[config.mk]
export PLATFORM = sky130hd
export DESIGN_NAME = booth_result_collector
export DESIGN_NICKNAME = d
export VERILOG_FILES = /design/src/rtl/booth_pkg.sv /design/src/rtl/booth_result_fifo.sv /design/src/rtl/booth_result_collector.sv
export SDC_FILE = /design/constraint.sdc
export NUM_CORES = 1
export LEC_CHECK = 0
export CELL_PAD_IN_SITES_DETAIL_PLACEMENT = 0
export CELL_PAD_IN_SITES_GLOBAL_PLACEMENT = 2
export CORE_ASPECT_RATIO = 0.75
export CORE_MARGIN = 4
export CORE_UTILIZATION = 40
export CTS_BUF_LIST = sky130_fd_sc_hd__clkbuf_4 sky130_fd_sc_hd__clkbuf_8 sky130_fd_sc_hd__clkbuf_16
export DETAILED_ROUTE_END_ITERATION = 6
export PLACE_DENSITY_LB_ADDON = 0.1
export SLEW_MARGIN = 30
export SYNTH_ARGS = -nofsm -noshare
export SYNTH_HDL_FRONTEND = slang
export SYNTH_HIERARCHICAL = 1
export SYNTH_SLANG_ARGS = --single-unit
[constraint.sdc]
create_clock -name clk_in -period 3.16 [get_ports clk_in]
set_input_delay 0.632 -clock clk_in [delete_from_list [all_inputs] [get_ports clk_in]]
set_output_delay 0.632 -clock clk_in [all_outputs]
set_load 0.02 [all_outputs]
[src/rtl/booth_pkg.sv]
// Shared constants and result-entry type for the Booth multiplier datapath.
// BOOTH_COLLECT_TAG_EN adds a sequence tag to every buffered result entry.
package booth_pkg;

    localparam int DEFAULT_OUTPUT_WIDTH = 12;
    localparam int DEFAULT_COUNTER_SIZE = 3;
    localparam int DEFAULT_DONE_COUNT   = 7;
    localparam int DEFAULT_FIFO_DEPTH   = 4;
    localparam int DEFAULT_TAG_WIDTH    = 4;

`ifdef BOOTH_COLLECT_TAG_EN
    localparam bit TAG_EN = 1'b1;

    typedef struct packed {
        logic [DEFAULT_TAG_WIDTH-1:0]    tag;
        logic [DEFAULT_OUTPUT_WIDTH-1:0] product;
    } result_entry_t;
`else
    localparam bit TAG_EN = 1'b0;

    typedef struct packed {
        logic [DEFAULT_OUTPUT_WIDTH-1:0] product;
    } result_entry_t;
`endif

    // Packed width of one stored entry: {tag, product} or just product.
    function automatic int entry_width(input int product_w, input int tag_w);
        return TAG_EN ? product_w + tag_w : product_w;
    endfunction

endpackage

[src/rtl/booth_result_fifo.sv]
// Circular result buffer: storage, read/write pointers, occupancy and full/empty.
// A write request arriving while full is accepted only if a pop frees a slot.
module booth_result_fifo #(
    parameter int DATA_WIDTH = 12,
    parameter int DEPTH      = 4
) (
    input  logic                    clk_in,
    input  logic                    rst_in,
    input  logic                    wr_req,
    input  logic [DATA_WIDTH-1:0]   wr_data,
    input  logic                    rd_ready,
    output logic [DATA_WIDTH-1:0]   rd_data,
    output logic                    rd_valid,
    output logic                    dropped,
    output logic [$clog2(DEPTH):0]  level
);

    localparam int PTR_W = $clog2(DEPTH);
    localparam int LVL_W = PTR_W + 1;

    logic [DATA_WIDTH-1:0] mem [DEPTH];
    logic [PTR_W-1:0]      rd_ptr;
    logic [PTR_W-1:0]      wr_ptr;
    logic [LVL_W-1:0]      count;
    logic                  full;
    logic                  empty;
    logic                  push;
    logic                  pop;

    assign full    = (count == LVL_W'(DEPTH));
    assign empty   = (count == '0);
    assign pop     = !empty && rd_ready;
    assign push    = wr_req && (!full || pop);
    assign dropped = wr_req && full && !pop;

    // NOTE: non-blocking assignments so every register samples pre-edge values.
    always_ff @(posedge clk_in) begin
        if (!rst_in) begin
            rd_ptr <= '0;
            wr_ptr <= '0;
            count  <= '0;
        end else begin
            if (push) wr_ptr <= wr_ptr + 1'b1;
            if (pop)  rd_ptr <= rd_ptr + 1'b1;
            case ({push, pop})
                2'b10:   count <= count + 1'b1;
                2'b01:   count <= count - 1'b1;
                default: count <= count;
            endcase
        end
    end

    // NOTE: storage has no reset; occupancy alone decides which slots are live.
    always_ff @(posedge clk_in) begin
        if (push) mem[wr_ptr] <= wr_data;
    end

    // Gate the head so an empty buffer presents zeros rather than stale storage.
    assign rd_data  = empty ? '0 : mem[rd_ptr];
    assign rd_valid = !empty;
    assign level    = count;

endmodule

[src/rtl/booth_result_collector.sv]
// Captures each completed Booth product on the rising edge of counter==DONE_COUNT
// and buffers it for a valid/ready consumer. Optional tag: BOOTH_COLLECT_TAG_EN.
module booth_result_collector
    import booth_pkg::*;
#(
    parameter int OUTPUT_WIDTH = DEFAULT_OUTPUT_WIDTH,
    parameter int COUNTER_SIZE = DEFAULT_COUNTER_SIZE,
    parameter int DONE_COUNT   = DEFAULT_DONE_COUNT,
    parameter int FIFO_DEPTH   = DEFAULT_FIFO_DEPTH,
    parameter int TAG_WIDTH    = DEFAULT_TAG_WIDTH
) (
    input  logic                          clk_in,
    input  logic                          rst_in,
    input  logic [OUTPUT_WIDTH-1:0]       product_in,
    input  logic [COUNTER_SIZE-1:0]       counter_in,
    input  logic                          ready_in,
    output logic [OUTPUT_WIDTH-1:0]       result_out,
    output logic                          valid_out,
    output logic                          overflow_out,
    output logic [$clog2(FIFO_DEPTH):0]   level_out
`ifdef BOOTH_COLLECT_TAG_EN
    ,
    output logic [TAG_WIDTH-1:0]          tag_out
`endif
);

    localparam int ENTRY_W = entry_width(OUTPUT_WIDTH, TAG_WIDTH);

    logic               match;
    logic               match_q;
    logic               capture;
    logic               dropped;
    logic [ENTRY_W-1:0] wr_data;
    logic [ENTRY_W-1:0] rd_data;

    // A counter parked on DONE_COUNT yields a single capture on its first cycle.
    assign match   = (counter_in == COUNTER_SIZE'(DONE_COUNT));
    assign capture = match && !match_q;

    always_ff @(posedge clk_in) begin
        if (!rst_in) begin
            match_q      <= 1'b0;
            overflow_out <= 1'b0;
        end else begin
            match_q <= match;
            if (dropped) overflow_out <= 1'b1;
        end
    end

`ifdef BOOTH_COLLECT_TAG_EN
    logic [TAG_WIDTH-1:0] tag_cnt;

    // Dropped captures still consume a tag so the consumer can spot the gap.
    always_ff @(posedge clk_in) begin
        if (!rst_in)      tag_cnt <= '0;
        else if (capture) tag_cnt <= tag_cnt + 1'b1;
    end

    assign wr_data    = {tag_cnt, product_in};
    assign result_out = rd_data[OUTPUT_WIDTH-1:0];
    assign tag_out    = rd_data[ENTRY_W-1:OUTPUT_WIDTH];
`else
    assign wr_data    = product_in;
    assign result_out = rd_data;
`endif

    booth_result_fifo #(
        .DATA_WIDTH (ENTRY_W),
        .DEPTH      (FIFO_DEPTH)
    ) u_fifo (
        .clk_in   (clk_in),
        .rst_in   (rst_in),
        .wr_req   (capture),
        .wr_data  (wr_data),
        .rd_ready (ready_in),
        .rd_data  (rd_data),
        .rd_valid (valid_out),
        .dropped  (dropped),
        .level    (level_out)
    );

endmodule

== Word level (Yosys, flattened, before mapping) ==
Memories as Yosys holds them, arrays and structs flattened. A register that Yosys moved wholly into a read port is not among the register bits.
Index checks and enable logic that the tools add are counted.

* Input port bits: 18
* Memory bits (writable): 48
* Output and inout port bits: 17
* Register bits after elaboration: 9
* Logic and storage cells: 32
* Memories: 1

{| class="wikitable"
|+ Memories
! memory !! words !! bits a word !! read ports !! clocked after memory_dff !! write ports !! line !! text
|-
| u_fifo.mem || 4 || 12 || 1 || 1 || 1 || booth_result_fifo.sv:21 || <nowiki>logic [DATA_WIDTH-1:0] mem [DEPTH];</nowiki>
|}

* Multiplexer cells: 6
* Equal/unequal tests: 4
* Reductions and logical operators: 12
* Add/sub/neg operators: 4

{| class="wikitable"
|+ Operators by type and width
! kind !! number
|-
| $mux 12 || 1
|-
| $eq 3x3->1 const B || 2
|-
| $pmux 3 s2 || 1
|-
| $logic_and 1x1->1 || 5
|-
| $add 2x1->2 const B || 2
|-
| $logic_not 1->1 || 4
|-
| $mux 2 || 2
|-
| $add 3x1->3 const B || 1
|-
| $logic_not 3->1 || 1
|-
| $sub 3x1->3 const B || 1
|-
| $eq 2x1->1 const B || 1
|-
| $eq 2x2->1 const B || 1
|-
| $mux 1 || 2
|-
| $reduce_bool 2->1 || 1
|-
| $logic_or 1x1->1 || 1
|}

== Depth between registers and ports, before layout ==
Gate-level depths: netlist of the first run.

* Word-level depth: 7
* Gate-level depth with buffers: 10
* Depth with buffers taken out: 9

== Hierarchy ==
Netlist of the first run, hierarchy kept.

{| class="wikitable"
|+ Modules (own cells, without submodules)
! module !! sequential area each (um^2) !! instances !! area an instance (um^2) !! cells each
|-
| booth_result_fifo || 1621.6 || 1 || 2409.8 || 131
|-
| booth_result_collector || 40.0 || 1 || 66.3 || 5
|}

== Least setup slack after synthesis of the first run ==
No wires, ideal clock.

* Path kind: input to register
* From: in counter_in[1]
* To: reg u_fifo.count[2] (netlist: u_fifo/level[2])
* Data required time: 3.084 ns
* Data arrival time: 2.287 ns
* Setup slack: 0.797 ns
* Buffers on the path: 1
* Stages: 10
* Setup time: 0.076 ns
* Cells stage by stage: and4b_1 -> nor2b_1 -> buf_2 -> inv_1 -> ha_1 -> inv_1 -> fa_1 -> xor2_1 -> or3_1 -> a21boi_0

* Longest elaborated chain between the ends: 5
* Elaborated cells between the ends (all ways): 7
* Those cells by class: eq/ne: 3; mux: 1; reduce/logical: 3

{| class="wikitable"
|+ RTL lines
! element !! line !! text
|-
| start: declaration || booth_result_collector.sv:15 || <nowiki>input logic [COUNTER_SIZE-1:0] counter_in,</nowiki>
|-
| $eq 3x3->1 * || booth_result_collector.sv:37 || <nowiki>assign match = (counter_in == COUNTER_SIZE'(DONE_COUNT));</nowiki>
|-
| $logic_and 1x1->1 * || booth_result_collector.sv:38 || <nowiki>assign capture = match && !match_q;</nowiki>
|-
| $logic_and 1x1->1 * || booth_result_fifo.sv:33 || <nowiki>assign push = wr_req && (!full || pop);</nowiki>
|-
| $eq 2x1->1 or $eq 2x2->1 (tied branches) || booth_result_fifo.sv:45 || <nowiki>case ({push, pop})</nowiki>
|-
| $pmux 3 s2 or $reduce_bool 2->1 (tied branches) || n/a ||
|-
| end signal: assignment || booth_result_fifo.sv:46 || <nowiki>2'b10: count <= count + 1'b1;</nowiki>
|-
| end signal: assignment || booth_result_fifo.sv:47 || <nowiki>2'b01: count <= count - 1'b1;</nowiki>
|-
| end signal: assignment || booth_result_fifo.sv:48 || <nowiki>default: count <= count;</nowiki>
|-
| end: declaration || booth_result_fifo.sv:24 || <nowiki>logic [LVL_W-1:0] count;</nowiki>
|}

Mark *: on every way between the ends. The rest lies on a longest branch, timed or not.
A chain may end at the register's enable or synchronous reset.

==> impl_metrics.ini, run 1 <==
[status]
status = completed

[sta]
setup-violations-final = 0
fin_crit_ns = 2.76
rsz0062_at_grt = no
tightestPinTransition_ns = 0.616
slew_viol_final = 0
fin_tns_setup_ns = 0
timing.final.crit_share = 0.874
fin_ws_ns = 0.399
fmax_ghz = 0.362
clock_skew_ns = 0.00712
hold_viol_final = 0
relSlewSlack = 0.589

[cts]
cts.repair.resized = 0
cts_tree = built
cts_root_buffer = clkbuf_8
cts_buffers = 9
htree_levels = 3
clk_pin_slew_worst_paths_ns = 0.06
cts_hold_buf = 0
clockBufferDepth = 2
cts.sinks = 59
post_cts_buffers = 0
clkLatencyLatePin_ns = 0.32

[setup_path]
timing.rr.start = u_fifo/level[0]
path_cells = buf_4 -> mux4_1 -> nor2b_1 -> clkdlybuf4s50_1
crit_slowest_cell = mux4_1
cp_max_fo = 12
crit_path_start_kind = flop
critPathArrivalTime_ns = 2.13
critPathMaxStageDelay_ns = 0.58
worst-setup-path-type = flop to primary output
worst_ep_required_time_ns = 2.53
end_kind = primary output

[floorplan]
die_w_um = 98.9
rows = 24
core_area_mm2 = 0.00592
initial_utilization = 0.419
ios = 35
fp.dieArea_mm2 = 0.00753
die_h_um = 76.1

[logic_synthesis]
ys_seq_elements = 59
ys_top_cells_by_area = edfxtp_1 58%, mux4_2 9.1%, dfxtp_1 8.9%
synth_common_cells = 48 x edfxtp_1, 11 x dfxtp_1, 10 x mux4_2, 10 x nor2b_4
synth_top_cell_area_share = 0.582
synth_adder_area_share = 0.0334
yosysUniqueCellTypes = 29
synth_xor_area_frac = 0.00707
async_flop_share = 0
synth.area.mux_share = 0.120
yosysSeqAreaShare = 0.671
yosysMostFrequentCell = edfxtp_1
synth_edf_count = 48
synth_compound_area_frac = 0.0192
avgSynthCellArea_um2 = 18.2
postSynthCellCount = 136
yosys.area_share.simple = 0.124
yosysWarnings = 6
synth.largest_area_cell = edfxtp_1
synth_top_family_by_area = simple AND/OR/NAND/NOR gates
syn_nets = 160
synthesis.area_mm2 = 0.00248
synth_ff_type = edfxtp_1

[drt]
vias = 1287
wl_um = 4350
ant_nets = 0
drt_iter0_markers = 63
drcViolationCount = 0
dr.pass1.iters = 4
via_per_inst = 4.84
wl_per_cell_um = 16.4

[grt]
grt_pass1_vias = 1405
gr-total-overflow = 0
antenna_found_initial = 0
grt_pass1_wl_um = 7300
met2_usage = 0.227
grt_use_met1 = 0.145
grtUsageTotal = 0.131
grt-busiest-layer = met2
grt_max_degree = 13
grt_util_met3 = 0.0567

[cells_and_area]
nNetsFinal = 207
drive_gt1_frac = 0.239
layoutNonFillerInstCount = 266
post-route-util = 0.532
diodes = 0
area_delta_synth_final_pct = 27.0

[min_path]
hold_start = overflow_out
hold_path.class = flop to flop

[power_and_ir_drop]
leakagePower_nw = 1.06
finalPower_mw = 2.24
irDropWorstVdd_mv = 0.338
p_per_area_mw_per_mm2 = 713

[placed_design]
dp.cells = 250
pre_cts_slack_ns = 0.147
gp_congestion = 0.657
portBuffers = 34
dpl.hpwl_um = 3000

[flow_run]
drv_cap = 0
final cells by class:
class / instances / area (um2)
clock buffers: 14 / 180
clock inverters: 2 / 33.8
fillers: 488 / 2770
inverters: 7 / 26.3
multi-input cells: 65 / 752
flip-flops and latches: 59 / 1660
well taps: 78 / 97.6
repair buffers: 41 / 393
per-layer routing:
layer	part of all wire	wire length (um)
met1	0.42	1830
met2	0.53	2290
met3	0.043	189
met4	0.0083	36
met5	0	0
cell families (layout without fill, tap and decap cells):
family                     Yosys count  after routing
AOI/OAI and AO/OA                    8              8
xor gates and xnor gates             2              2
adders and majority gates            6              6
buffers and inverters               12             64
DFF                                 59             59
muxes                               14             14
and+or+nand+nor                     35             35
cell usage in the layout (no fill, tap or decap):
| master | netlist | layout |
|---|---|---|
| a21boi_0 | 1 | 1 |
| a21boi_1 | 1 | 1 |
| and2_1 | 7 | 7 |
| and4_1 | 1 | 1 |
| and4b_1 | 1 | 1 |
| buf_4 | 0 | 7 |
| bufinv_16 | 0 | 1 |
| clkbuf_4 | 0 | 2 |
| clkbuf_8 | 0 | 12 |
| clkdlybuf4s50_1 | 0 | 34 |
| clkinv_1 | 0 | 1 |
| dfxtp_1 | 11 | 11 |
| edfxtp_1 | 48 | 48 |
| fa_1 | 1 | 1 |
| ha_1 | 5 | 5 |
| inv_1 | 6 | 6 |
| inv_2 | 1 | 1 |
| mux2i_1 | 2 | 2 |
| mux4_1 | 2 | 2 |
| mux4_2 | 10 | 10 |
| nand2_1 | 7 | 7 |
| nand4bb_1 | 1 | 1 |
| nor2b_1 | 4 | 4 |
| nor2b_4 | 10 | 10 |
| nor3_4 | 1 | 1 |
| nor4b_2 | 1 | 1 |
| o21a_1 | 1 | 1 |
| o21ai_0 | 3 | 3 |
| o21ai_1 | 2 | 2 |
| or3_1 | 2 | 2 |
| xnor2_1 | 1 | 1 |
| xor2_1 | 1 | 1 |
critical path, delay by kind of cell, from the launching register on:
kind                   cells  cell delay [ns]
flip-flops                 1             0.30
buffers and inverters      2             0.79
AND/OR/NAND/NOR            1             0.14
multiplexers               1             0.58
final timing paths:
path                endpoint  slack (ns)  cells after the start
min             overflow_out        0.47                      1
max reg2reg  u_fifo/level[2]        0.76                      9
min reg2reg     overflow_out        0.47                      1
max            result_out[2]        0.40                      4
where the power goes:
group          total [mW]  switching [mW]  internal (mW)
sequential          0.896          0.0291          0.867
combinational       0.649           0.321          0.328
clock               0.697           0.253          0.444
stage by stage:
stage,cell area (um2),hold WS [ns]
finish,3140,0.465
global route,3140,0.488
CTS,3140,0.475
detailed placement,2930,0.461
global placement,2930,0.447
floorplan,2480,0.456
registers in the layout, summed over array words and instances (netlist names), named ones only:
name / cells
overflow_out: 1
u_fifo/rd_ptr: 2
u_fifo/mem: 48
u_fifo/wr_ptr: 2
match_q: 1
u_fifo/level: 3
(Power assumes the default switching activity.)
==> run 2, diff against run 1 <==
==> constraint.sdc (replaced) <==
create_clock -name clk_in -period 2.8 [get_ports clk_in]
set_input_delay 0.56 -clock clk_in [delete_from_list [all_inputs] [get_ports clk_in]]
set_output_delay 0.56 -clock clk_in [all_outputs]
set_load 0.02 [all_outputs]
==> impl_metrics.ini, run 2 (same netlist as run 1, synthesis figures left out) <==
[cells_and_area]
regArea_mm2 = 0.00166
post-route-util = 0.541
largest_reg_flops = 48
final_cell_mix = 48 x edfxtp_1, 34 x clkdlybuf4s50_1, 12 x clkbuf_8, 12 x buf_4
area_delta_synth_final_pct = 29.4
diodes = 0
largest_register = u_fifo/mem
nNetsFinal = 213
drive_gt1_frac = 0.268
final.fill_count = 470
final_common_cell = edfxtp_1
design_area_mm2 = 0.00320
multi_input_area_um2 = 752

[drt]
ant_nets = 0
wl_per_cell_um = 16.1
vias = 1284
via_per_inst = 4.72
drt_iter0_markers = 34
drcViolationCount = 0
dr.pass1.iters = 4
wl_um = 4370

[floorplan]
ios = 35
initial_utilization = 0.419
die_h_um = 76.1
fp.dieArea_mm2 = 0.00753
rows = 24
die_w_um = 98.9
core_area_mm2 = 0.00592

[setup_path]
critPathArrivalTime_ns = 2.10
crit_path_start_kind = flop
cp_max_fo = 9
cp_top_family = buffers and inverters
worst_ep_required_time_ns = 2.24
cp.depth = 4
r2r_cells = 9
worst-setup-path-type = flop to primary output
crit_slowest_cell = clkdlybuf4s50_1
path_cells = buf_12 -> mux4_2 -> nor2b_4 -> clkdlybuf4s50_1
crit_buf_inv = 2
critPathMaxStageDelay_ns = 0.55
end_kind = primary output

[placed_design]
gp_congestion = 0.639
dpl.hpwl_um = 3170
portBuffers = 34
dpl_cell_area_mm2 = 0.00299

[cts]
clockBufferDepth = 2
clkLatencyLatePin_ns = 0.33
post_cts_buffers = 0
cts_buffers = 9
cts_tree = built
cts.sinks = 59
htree_levels = 3
clk_pin_slew_worst_paths_ns = 0.06
cts_root_buffer = clkbuf_8

[power_and_ir_drop]
irDropWorstVdd_mv = 0.311
p_per_area_mw_per_mm2 = 790
leakagePower_nw = 1.10

[min_path]
hold_depth = 1
hold_path.class = flop to flop

[grt]
grtUsageTotal = 0.129
grt_max_degree = 17
grt_pass1_wl_um = 7200
gr-total-overflow = 0
antenna_found_initial = 0
grt_pass1_vias = 1434

[sta]
fmax_ghz = 0.376
timing.final.crit_share = 0.950
fin_crit_ns = 2.66
tightestPinTransition_ns = 0.425
hold_viol_final = 0
clock_skew_ns = 0.00260
rsz0062_at_grt = no
setup-violations-final = 0
slew_viol_final = 0
relSlewSlack = 0.716

[status]
status = completed

[flow_run]
drv_cap = 0
[run 2: changes by cell type in the layout (fill, tap and decap cells not counted)]
cell | previous run | this run
buf_12 | 0 | 1
buf_4 | 7 | 12
dfxtp_2 | 0 | 1
dfxtp_1 | 11 | 10
[run 2: final timing paths]
path	start	to	slack [ns]
setup / recovery	flop	result_out[3]	0.14
hold / removal	overflow_out	overflow_out	0.46
setup reg to reg	u_fifo/level[1]	u_fifo/level[2]	0.58
hold reg to reg	overflow_out	overflow_out	0.46
[run 2: timing repair]
action / 4_1_cts / 5_1_grt
endpoints found under the hold margin: 0 / 0
hold buffers: 0 / 0
resized for setup: 1 / 0
endpoints found under the setup margin: 8 / 0
[run 2: metrics by stage]
stage / TNS [ns] / cells / power [mW] / setup slack [ns] / hold slack (ns)
2_1_floorplan: 0 / 136 / 1.50 / 0.509 / 0.456
3_3_place_gp: 0 / 256 / 1.76 / 0.0891 / 0.448
3_5_place_dp: -0.0204 / 256 / 1.77 / -0.0204 / 0.454
4_1_cts: 0 / 272 / 2.58 / 0.0861 / 0.467
5_1_grt: 0 / 272 / 2.66 / 0.0356 / 0.501
6_report: 0 / 272 / 2.53 / 0.141 / 0.463
[run 2: cell type report]
cell class,instances,share of cell area
multi-input cells,65,0.235
clock buffers,14,0.0563
flip-flops and latches,59,0.519
repair buffers,47,0.141
clock inverters,2,0.0105
well taps,78,0.0305
inverters,7,0.00820
[run 2: metal layers]
metal  GRT usage  part of all wire  vias up
li1            -                 -      620
met1       0.143              0.41      631
met2       0.215              0.52       26
met3      0.0613             0.055        7
met4      0.0491             0.014        0
met5           0                 0        -
[run 2: power by group]
| group | switching, mW | total (mW) | internal, mW |
|---|---|---|---|
| Sequential | 0.0392 | 1.02 | 0.980 |
| Clock | 0.290 | 0.790 | 0.501 |
| Combinational | 0.349 | 0.720 | 0.370 |
| Total | 0.678 | 2.53 | 1.85 |
